File: src/rtl/lc3b_types.sv
// Shared LC-3b datapath types: word type, fetch FSM states, reset PC and the
// IF/ID pipeline register layout.
package lc3b_types;

  typedef logic [15:0] lc3b_word;

  typedef enum logic [1:0] {
    IDLE   = 2'd0,
    FETCH  = 2'd1,
    HOLD   = 2'd2,
    SQUASH = 2'd3
  } fetch_state;

  localparam lc3b_word RESET_PC = 16'h0000;

  typedef struct packed {
    logic     valid;
    lc3b_word ir;
    lc3b_word pc;
  } if_id_t;

endpackage

File: src/rtl/register.sv
// Generic loadable register with synchronous active-high clear.
module register #(
  parameter int WIDTH = 16
) (
  input  logic             clk,
  input  logic             reset,
  input  logic             load,
  input  logic [WIDTH-1:0] d,
  output logic [WIDTH-1:0] q
);

  always_ff @(posedge clk) begin
    if (reset)     q <= '0;
    else if (load) q <= d;
  end

endmodule

File: src/rtl/fetch_stage.sv
// LC-3b instruction fetch stage: drives instruction memory, fills the IF/ID
// register, absorbs ID stalls and redirects. FETCH_PERF_CNT_EN adds a stall counter.
module fetch_stage
  import lc3b_types::*;
(
  input  logic        clk,
  input  logic        reset,
  input  logic        imem_resp,
  input  lc3b_word    imem_rdata,
  output logic        imem_read,
  output lc3b_word    imem_address,
  input  logic        stall_in,
  input  logic        redirect,
  input  lc3b_word    redirect_pc,
  output lc3b_word    ir_ID,
  output lc3b_word    pc_ID,
  output logic        valid_ID,
  output logic        fetch_busy
`ifdef FETCH_PERF_CNT_EN
  ,
  output logic [31:0] fetch_stall_cnt
`endif
);

  fetch_state state, state_next;
  lc3b_word   pc, pc_next, pc_plus2, target;
  lc3b_word   squash_addr, squash_addr_next;
  lc3b_word   hold_buf, hold_buf_next;
  if_id_t     if_id_d, if_id_q;
  logic       if_id_ld;

  assign pc_plus2 = pc + 16'd2;
  assign target   = redirect_pc & 16'hFFFE;

  always_ff @(posedge clk) begin
    if (reset) begin
      state       <= IDLE;
      pc          <= RESET_PC;
      squash_addr <= RESET_PC;
      hold_buf    <= '0;
    end else begin
      state       <= state_next;
      pc          <= pc_next;
      squash_addr <= squash_addr_next;
      hold_buf    <= hold_buf_next;
    end
  end

  always_comb begin
    state_next       = state;
    pc_next          = pc;
    squash_addr_next = squash_addr;
    hold_buf_next    = hold_buf;
    if_id_ld         = 1'b0;
    if_id_d          = if_id_q;
    imem_read        = 1'b0;
    imem_address     = pc;

    unique case (state)
      IDLE: state_next = FETCH;
      FETCH: begin
        imem_read = 1'b1;
        if (redirect) begin
          // Unanswered read must still be drained at its original address.
          state_next       = imem_resp ? FETCH : SQUASH;
          squash_addr_next = pc;
        end else if (imem_resp) begin
          pc_next = pc_plus2;
          if (stall_in) begin
            hold_buf_next = imem_rdata;
            state_next    = HOLD;
          end else begin
            if_id_ld = 1'b1;
            if_id_d  = '{valid: 1'b1, ir: imem_rdata, pc: pc_plus2};
          end
        end
      end
      HOLD: begin
        if (redirect) begin
          state_next = FETCH;
        end else if (!stall_in) begin
          // pc already advanced past the buffered word, so it is its pc_ID.
          if_id_ld   = 1'b1;
          if_id_d    = '{valid: 1'b1, ir: hold_buf, pc: pc};
          state_next = FETCH;
        end
      end
      SQUASH: begin
        imem_read    = 1'b1;
        imem_address = squash_addr;
        if (imem_resp) state_next = FETCH;
      end
      default: state_next = IDLE;
    endcase

    if (redirect) begin
      pc_next       = target;
      hold_buf_next = '0;
    end

    // Flush on redirect; bubble when ID consumed and nothing new arrived.
    if (redirect || (!stall_in && !if_id_ld)) begin
      if_id_ld      = 1'b1;
      if_id_d.valid = 1'b0;
    end

    if (reset) imem_read = 1'b0;
    imem_address[0] = 1'b0;
  end

  register #(.WIDTH($bits(if_id_t))) if_id_reg (
    .clk   (clk),
    .reset (reset),
    .load  (if_id_ld),
    .d     (if_id_d),
    .q     (if_id_q)
  );

  assign ir_ID      = if_id_q.ir;
  assign pc_ID      = if_id_q.pc;
  assign valid_ID   = if_id_q.valid;
  assign fetch_busy = (state != FETCH) || !imem_resp;

`ifdef FETCH_PERF_CNT_EN
  always_ff @(posedge clk) begin
    if (reset) fetch_stall_cnt <= '0;
    else if (fetch_busy || state == HOLD) fetch_stall_cnt <= fetch_stall_cnt + 32'd1;
  end
`endif

endmodule

File: config.mk
export PLATFORM = sky130hd
export DESIGN_NAME = fetch_stage
export DESIGN_NICKNAME = d
export VERILOG_FILES = /design/src/rtl/lc3b_types.sv /design/src/rtl/register.sv /design/src/rtl/fetch_stage.sv
export SDC_FILE = /design/constraint.sdc
export NUM_CORES = 1
export LEC_CHECK = 0
export CAP_MARGIN = 20
export CORE_ASPECT_RATIO = 0.8
export CORE_MARGIN = 1.5
export CORE_UTILIZATION = 50
export CTS_BUF_LIST = sky130_fd_sc_hd__clkbuf_16
export DETAILED_ROUTE_END_ITERATION = 8
export PLACE_DENSITY = 0.88
export SLEW_MARGIN = 20
export SYNTH_ARGS = -nofsm -noshare
export SYNTH_HDL_FRONTEND = slang
export SYNTH_SLANG_ARGS = --single-unit
File: constraint.sdc
create_clock -name clk -period 2.3 [get_ports clk]
set_clock_uncertainty 0.2 [all_clocks]
set_input_delay 0.46 -clock clk [delete_from_list [all_inputs] [get_ports clk]]
set_output_delay 0.46 -clock clk [all_outputs]
set_load 0.02 [all_outputs]
==> results.json <==
{
  "grt_setup_unrepaired": "yes",
  "clock_latency_ns": 0.34,
  "synthCells": 452,
  "grt_remaining_overflow": 0,
  "track_usage_pct": 25.7,
  "first_global_vias": 3461,
  "drtAntennaViolNets": 0,
  "power_density_mw_per_mm2": 672,
  "gp_congestion": 0.958,
  "leakagePower_nw": 1.76,
  "grt_pass1_wl_um": 16300,
  "synth_top_area_share_pct": 41.5,
  "drc": 0,
  "worst-path-max-fanout": 6,
  "crit_path_end_kind": "output port",
  "layout-drive-gt1-share_pct": 20.3,
  "min_path_type": "flop to flop",
  "maxSlewViolCount": 0,
  "drtIter0Drc": 237,
  "die_h_um": 81.6,
  "cts_tree": "built",
  "crit_arrival_ns": 1.61,
  "dpl.hpwl_um": 7000,
  "seq_area_mm2": 0.00160,
  "die_area_mm2": 0.00827,
  "synth_top_cell_by_area": "dfxtp_1",
  "ys.warnings.count": 0,
  "maxSlewHeadroom_pct": 52.5,
  "avgViaCountPerCell": 5.45,
  "final_net_count": 583,
  "cap_violations": 0,
  "synth_area_leaders": "dfxtp_1 41%, nand2_1 7.4%, a211oi_1 6.6%, xnor2_1 5.4%, mux2i_1 5.2%",
  "vias": 3556,
  "fill_cells": 549,
  "synth_async_sr_flop_share_pct": 0,
  "topRoutingLayerUsed": "met4",
  "ys_top_cells_by_count": "80 x dfxtp_1, 76 x nand2_1, 52 x nor2_1, 36 x a21oi_1, 34 x a211oi_1",
  "synth.most_common_cell": "dfxtp_1",
  "wl_per_cell_um": 16.1,
  "rows": 28,
  "ctsHoldBuffers": 0,
  "wl_met1_um": 4840,
  "port_buffers": 84,
  "setup_violations": 0,
  "path_cells": "ha_4 -> buf_12 -> buf_6 -> mux2_2 -> buf_2",
  "whs_ns": 0.258,
  "wl_met2_um": 4820,
  "synth_area_per_cell_um2": 8.55,
  "numCtsBuffers": 9,
  "irDropWorstVdd_mv": 0.539,
  "n_antenna_cell": 0,
  "core_area_mm2": 0.00743,
  "start_util_pct": 52.0,
  "worstMarginPinSlew_ns": 0.712,
  "antenna_found_initial": 0,
  "routed-wl-met3_um": 604,
  "fin_setup_tns_ns": 0,
  "synth_ff_type": "dfxtp_1",
  "ys_types": 35,
  "cts_sinks": 80,
  "die-width_um": 101,
  "power.total_mw": 3.50,
  "status": "finished, final reports clean",
  "cpPeakStageDelay_ns": 0.36,
  "multi_input_area_mm2": 0.00205,
  "crit_type": "flop to output port",
  "grt_start_max_net_pins": 65,
  "post-route-period-util_pct": 98.6,
  "synth_area_mm2": 0.00386,
  "ys_seq_area_share_pct": 41.5,
  "finalHoldViolCount": 0,
  "routed_wl_um": 10500,
  "startpoint_type": "flop",
  "syn2layout_area_growth_pct": 34.8,
  "h-tree-depth": 3,
  "ioPinCount": 88,
  "drt_first_pass_iters": 4,
  "slowest_stage": "dfxtp_2",
  "critical_path_required_ns": 1.64,
  "synth-edff-count": 0,
  "fmax_mhz": 441,
  "cts_root_buf": "clkbuf_16",
  "fin_crit_ns": 2.27,
  "path_clk_slew_ns": 0.07,
  "clockBufferDepth": 2,
  "ys_seq_elements": 80
}
[worst max-delay path: cells and delay by family (launching register included)]
kind       cells  cell delay [ns]
fa+ha+maj      1             0.17
buf+inv        3             0.40
flops          1             0.36
mux            1             0.34
[layer usage]
metal	global-route usage (%)	up-vias
li1	-	1730
met1	34.2	1679
met2	40.9	122
met3	6.38	25
met4	8.89	0
met5	0	-
[path summary, 6_finish.rpt]
kind | slack [ns] | from | end | cells past startpoint
min reg2reg | 0.26 | hold_buf[4] | hold_buf[4] | 2
max reg2reg | 0.08 | state[0] | state[1] | 8
min | 0.26 | hold_buf[4] | hold_buf[4] | 2
max | 0.03 | state[0] | imem_address[13] | 5
[state kept, by name (all words and copies together), names as in the netlist]
register / flops
state: 2
hold_buf: 16
if_id_reg.q: 32
squash_addr: 15
pc: 15
[repair_timing]
action,4_1_cts,5_1_grt
pin swaps,1,1
setup buffers,4,0
endpoints found under the setup margin,17,13
cloned,0,1
endpoints found under the hold margin,0,0
resized for setup,57,7
[placed cells by master, fill, tap and decap left out, types with 5 or more instances in the layout]
master            n
a211oi_1         34
a211oi_2          5
a21oi_1          36
a311oi_1          5
buf_2            11
buf_4            36
clkbuf_16        10
clkdlybuf4s50_1  66
dfxtp_1          78
inv_1             6
mux2_2           12
mux2i_1          20
nand2_1          76
nor2_1           52
nor3_2            8
nor4_2            6
o21ai_0          10
xnor2_1          24
[final cells by class]
class | instances | share of cell area [%]
sequential | 80 | 30.8
tap | 105 | 2.52
multi-input combinational | 321 | 39.4
clock buffer | 9 | 4.32
inverter | 7 | 0.504
timing repair buffer | 123 | 21.4
clock inverter | 7 | 1.03
[through the flow]
step           cells  utilization [%]  setup WS [ns]  instance area [µm²]
5_1_grt          652             70.1        -0.0403                 5210
3_5_place_dp     631             66.1        -0.0591                 4910
2_1_floorplan    453                -         0.0807                 3870
6_report         652             70.1         0.0321                 5210
3_3_place_gp     631             66.1        -0.0401                 4910
4_1_cts          651             69.6        -0.0117                 5170
[cell families after synthesis]
| logic type | Yosys count | share of synthesized area (%) |
|---|---|---|
| muxes | 33 | 8.97 |
| other | 1 | 0.0971 |
| buffers and inverters | 52 | 6.09 |
| adders and majority gates | 4 | 1.30 |
| xor gates and xnor gates | 24 | 5.44 |
| AOI/OAI and AO/OA | 92 | 15.7 |
| DFF | 80 | 41.5 |
| and+or+nand+nor | 166 | 20.9 |
[where the power goes]
| part | switching, mW | internal, mW | leakage, nW |
|---|---|---|---|
| clock | 0.608 | 0.740 | 0.129 |
| sequential | 0.0539 | 1.45 | 0.652 |
| combinational | 0.348 | 0.302 | 0.974 |
(Power assumes the default switching activity.)
